[src/rtl/neuron_bist.sv]
// neuron_bist: LFSR-driven vector launcher and response checker for the digital neuron.
// Latency: D/STB register one CK after each strobe cycle; the response to vector n is compared at strobe n+1.
// Backpressure: none; one vector every DIV CK cycles while running, START ignored until the run ends.
//
// Ports:
//   CK, RSTB            - neuron clock (rising edge) and asynchronous active-low reset
//   START               - level-sampled run request (acts in IDLE and DONE only)
//   Q, Q_EXP            - neuron output and its expected value, sampled only in strobe cycles
//   D, STB              - packed inputs D0..D7 (D0 = D[7:0]) and the one-CK launch pulse
//   BUSY, DONE          - state indicators
//   PASS_CNT, FAIL_CNT  - saturating compare counters
//   FIRST_FAIL          - vector index of the first mismatching compare, 0 if none
module neuron_bist #(
  parameter int          DIV      = 10,
  parameter int          NUM_VECT = 256,
  parameter logic [63:0] SEED     = 64'h0000_0000_0000_0001,
  parameter int          CW       = 16
) (
  input  logic          CK,
  input  logic          RSTB,
  input  logic          START,
  input  logic [7:0]    Q,
  input  logic [7:0]    Q_EXP,
  output logic [63:0]   D,
  output logic          STB,
  output logic          BUSY,
  output logic          DONE,
  output logic [CW-1:0] PASS_CNT,
  output logic [CW-1:0] FAIL_CNT,
  output logic [CW-1:0] FIRST_FAIL
);

  localparam int DW = $clog2(DIV);
  localparam int VW = $clog2(NUM_VECT + 1);

  localparam logic [DW-1:0] DIV_LAST = DW'(DIV - 1);
  localparam logic [VW-1:0] NV       = VW'(NUM_VECT);
  localparam logic [CW-1:0] CNT_MAX  = {CW{1'b1}};

  typedef enum logic [1:0] {
    ST_IDLE = 2'd0,
    ST_RUN  = 2'd1,
    ST_DONE = 2'd2
  } state_t;

  state_t        state;
  state_t        state_nxt;
  logic [63:0]   lfsr;
  logic [DW-1:0] div_cnt;
  logic [VW-1:0] vect_cnt;

  logic          start_run;
  logic          strobe;
  logic          do_cmp;
  logic          do_launch;
  logic          last_strobe;
  logic          mismatch;
  logic          lfsr_fb;
  logic [CW-1:0] k_sat;

  // Strobe-cycle decode. vect_cnt is the index k of the strobe: k>=1 carries a
  // compare for the vector launched at the previous strobe, k<NUM_VECT launches
  // a new vector, k==NUM_VECT is the final compare-only strobe.
  always_comb begin
    start_run   = START && (state != ST_RUN);
    strobe      = (state == ST_RUN) && (div_cnt == DIV_LAST);
    do_cmp      = strobe && (vect_cnt != '0);
    do_launch   = strobe && (vect_cnt < NV);
    last_strobe = strobe && (vect_cnt == NV);
    mismatch    = (Q != Q_EXP);
    lfsr_fb     = lfsr[63] ^ lfsr[62] ^ lfsr[60] ^ lfsr[59];
  end

  // FIRST_FAIL saturates like the counters when the vector index outgrows CW.
  always_comb begin
    k_sat = CNT_MAX;
    if (64'(vect_cnt) < 64'(CNT_MAX)) begin
      k_sat = CW'(vect_cnt);
    end
  end

  always_comb begin
    state_nxt = state;
    case (state)
      ST_IDLE: if (START)       state_nxt = ST_RUN;
      ST_RUN:  if (last_strobe) state_nxt = ST_DONE;
      ST_DONE: if (START)       state_nxt = ST_RUN;
      default:                  state_nxt = ST_IDLE;
    endcase
  end

  always_ff @(posedge CK or negedge RSTB) begin
    if (!RSTB) begin
      state <= ST_IDLE;
    end else begin
      state <= state_nxt;
    end
  end

  assign BUSY = (state == ST_RUN);
  assign DONE = (state == ST_DONE);

  always_ff @(posedge CK or negedge RSTB) begin
    if (!RSTB) begin
      lfsr       <= SEED;
      div_cnt    <= '0;
      vect_cnt   <= '0;
      D          <= '0;
      STB        <= 1'b0;
      PASS_CNT   <= '0;
      FAIL_CNT   <= '0;
      FIRST_FAIL <= '0;
    end else begin
      STB <= 1'b0;
      if (start_run) begin
        lfsr       <= SEED;
        div_cnt    <= '0;
        vect_cnt   <= '0;
        PASS_CNT   <= '0;
        FAIL_CNT   <= '0;
        FIRST_FAIL <= '0;
      end else if (state == ST_RUN) begin
        lfsr <= {lfsr[62:0], lfsr_fb};

        if (div_cnt == DIV_LAST) begin
          div_cnt <= '0;
        end else begin
          div_cnt <= div_cnt + DW'(1);
        end

        // The final strobe leaves vect_cnt at NUM_VECT so it cannot overflow
        // VW bits; the next START reloads it anyway.
        if (strobe && !last_strobe) begin
          vect_cnt <= vect_cnt + VW'(1);
        end

        if (do_launch) begin
          D   <= lfsr;
          STB <= 1'b1;
        end

        if (do_cmp) begin
          if (mismatch) begin
            if (FAIL_CNT == '0) begin
              FIRST_FAIL <= k_sat;
            end
            if (FAIL_CNT != CNT_MAX) begin
              FAIL_CNT <= FAIL_CNT + CW'(1);
            end
          end else if (PASS_CNT != CNT_MAX) begin
            PASS_CNT <= PASS_CNT + CW'(1);
          end
        end
      end
    end
  end

endmodule
[config.mk]
export PLATFORM = sky130hd
export DESIGN_NAME = neuron_bist
export DESIGN_NICKNAME = d
export VERILOG_FILES = /design/src/rtl/neuron_bist.sv
export SDC_FILE = /design/constraint.sdc
export NUM_CORES = 1
export LEC_CHECK = 0
export CAP_MARGIN = 20
export CORE_MARGIN = 1
export CORE_UTILIZATION = 43
export DETAILED_ROUTE_END_ITERATION = 7
export GPL_TIMING_DRIVEN = 1
export PLACE_DENSITY = 0.66
export RECOVER_POWER = 50
export SKIP_LAST_GASP = 1
export SYNTH_ARGS = -nofsm -noshare
export SYNTH_HDL_FRONTEND = slang
export SYNTH_SLANG_ARGS = --single-unit
[constraint.sdc]
create_clock -name CK -period 4.41 [get_ports CK]
set_clock_uncertainty 0.05 [all_clocks]
set_input_delay 0.882 -clock CK [delete_from_list [all_inputs] [get_ports CK]]
set_output_delay 0.882 -clock CK [all_outputs]
set_load 0.005 [all_outputs]
==> qor.yml <==
min_path:
  worst_hold_path.endpoint: "lfsr[24]"
  worst_hold_path_type: "reg2reg"
  min-delay-start: "lfsr[23]"
  hold_depth: 2
timing:
  relSlewSlack_pct: -30.0
  drv_slew: 76
  setup_viol: 0
  worst_pin_slew_ns: 1.95
  finalSetupTns_ns: 0
  rsz0062_at_grt: "false"
  holdWs_ns: 0.441
  timing.fmax_ghz: 0.339
  fin_crit_ns: 2.95
  period_share_pct: 66.9
  hold_viol: 0
final_layout:
  mostFrequentLayoutCells: "dfrtp_1 (184), nand2_1 (159), clkdlybuf4s50_1 (124), nand3_1 (86), mux2_2 (65)"
  drive_gt1_share_pct: 15.2
  fin_area_um2: 10300
  area_growth_pct: 24.0
  fin_nets: 913
  num_antenna_cells: 0
  final_util_pct: 54.8
  final_common_cell: "dfrtp_1"
floorplan:
  dieHeight_um: 141
  io_pins: 134
  die-area_um2: 19800
  start_util_pct: 44.1
  coreArea_um2: 18800
  rows: 50
  die_w_um: 141
clock_network:
  cts_made_buffers: 17
  clockBufferDepth: 2
  postCtsSetupBuffers: 0
  cts_tree: "done"
  ctsHtreeMaxLevel: 4
  root_buffer: "clkbuf_16"
  cts_resized: 0
  clkLatencyLatePin_ns: 0.43
  clk_pin_slew_worst_paths_ns: 0.07
  cts_hold_buf: 0
  clkSinkCount: 185
global_routing:
  overflow: 0
  grt_max_degree: 80
  antenna_found_initial: 0
  grt_usage_pct: 19.1
  grt_pass1_vias: 5952
  grt_pass1_wl_mm: 30.3
synth:
  synth_edf_count: 0
  ys_types: 67
  syn_area_um2: 8290
  yosysSeqAreaShare_pct: 55.9
  syn_inst: 776
  avgSynthCellArea_um2: 10.7
  synth_async_sr_flop_share_pct: 100
  yosys.area.top_type: "dfrtp_1"
  yosys_warnings: 0
  synthTopCellsByArea: "dfrtp_1 (56%), mux2_2 (8.8%), nand2_1 (7.2%)"
  dominantRegCellSynth: "dfrtp_1"
  ys_seq_elements: 185
  synth_top_area_share_pct: 55.6
placed_design:
  portBuffers: 126
  gp_congestion: 0.835
  placedInstanceArea_um2: 9700
  post-dp-hpwl_mm: 11.5
critical_path:
  start_kind: "register"
  cp_num_buf_inv: 2
  crit_family: "buffers and inverters"
  reg2reg_setup_slack_ns: 1.69
  rr_startpoint: "state[1]"
  crit_required_ns: 3.48
  crit_slowest_cell: "clkdlybuf4s50_1"
  critPathMaxStageDelay_ns: 0.53
  worstSetupPathType: "reg2out"
  end_kind: "output port"
  crit_fanout: 25
  cp_cell_sequence: "nand2b_2 -> inv_2 -> clkdlybuf4s50_1"
  crit_arrival_ns: 2.02
  r2r_cells: 5
  timing.rr.end: "D[46]"
pwr:
  p_sw_share_pct: 29.8
  power.density_nw_per_um2: 559
  p_leak_nw: 4.63
  ir_drop_uv: 315
  power_frac_seq_pct: 47.0
  power.switching_mw: 1.71
  pwr-share-comb_pct: 26.5
  p_int_mw: 4.03
  power_frac_clock_pct: 26.5
run_status:
  failed_checks: "max-capacitance violations, max-slew violations"
  status: "finished with violations"
drt:
  drt_first_pass_iters: 4
  num_vias: 6068
  vias_per_cell: 5.35
  wl_per_cell_um: 15.8
  ant_nets: 0
  drc: 0
  wl_mm: 17.9
  drt-initial-drc-count: 362
job:
  drv_cap: 1
## synth_stat cells (all sizes together), types with 9 or more instances
master	n
a21oi	19
buf	29
clkbuf	20
dfrtp	184
inv	13
mux2	65
nand2	159
nand3	88
nand4	20
nor2	18
o21ai	31
or3	11
or4	9
xnor2	12
## through the flow
stage                     total power [mW]  instances  setup slack [ns]
after floorplan                       3.40        782              2.02
after global placement                4.24       1102              1.20
after detailed placement              4.28       1102              1.13
after CTS                             5.84       1134              1.42
after global routing                  6.12       1134              1.15
final                                 5.75       1134              1.46
## per-layer routing
layer,GRT usage [%],wire (µm),vias to the layer above
met5,0,0,-
met3,5.10,949,11
met2,29.7,8320,109
met1,26.3,8460,3020
met4,5.55,167,0
li1,-,-,2928
## worst max path at each step
stage | slack, ns | cells after the start | startpoint | endpoint
after detailed placement | 1.13 | 6 | Q_EXP[0] | PASS_CNT[12]
final | 1.46 | 3 | state[1] | BUSY
after floorplan | 2.02 | 6 | Q_EXP[0] | PASS_CNT[12]
after global routing | 1.15 | 2 | RSTB | D[0]
after global placement | 1.20 | 6 | Q_EXP[0] | PASS_CNT[7]
after CTS | 1.42 | 3 | state[1] | BUSY
## state kept, by name, indices dropped and copies added (netlist names)
signal and count:
D 64, lfsr 64, FAIL_CNT 16, PASS_CNT 16
FIRST_FAIL 9, vect_cnt 9, div_cnt 4, state 2
STB 1
## power groups by stage
stage	Sequential, mW	Combinational, mW	Clock [mW]
after floorplan	2.65	0.757	0
after global placement	2.73	1.52	0
after detailed placement	2.73	1.55	0
after CTS	2.71	1.55	1.57
after global routing	2.79	1.69	1.63
final	2.70	1.52	1.52
## worst reg2reg max path, stage by stage (launching register included)
cell and delay (ns):
dfrtp_1 0.37, nand2b_2 0.46, or2_0 0.56, nor2_4 0.29
buf_4 0.47, mux2_2 0.42
## cells by family (layout without fill, tap and decap cells)
logic type / after synthesis / after routing / share of synthesized area [%]
compound gates: 92 / 92 / 7.57
mux: 68 / 68 / 9.20
fa+ha+maj: 7 / 7 / 1.06
xor+xnor: 17 / 17 / 1.80
buf+inv: 63 / 181 / 3.78
flops: 185 / 185 / 55.9
simple gates: 343 / 343 / 20.7
other cells: 1 / 7 / 0.0453
## layout make-up
type / count / area (µm²)
Tap cell: 234 / 293
Inverter: 14 / 52.6
Sequential cell: 185 / 4630
Clock inverter: 14 / 153
Multi-Input combinational cell: 534 / 3380
Fill cell: 1694 / 8490
Clock buffer: 18 / 439
Timing Repair Buffer: 135 / 1330
Note: power is estimated with default switching activity, not from simulation.
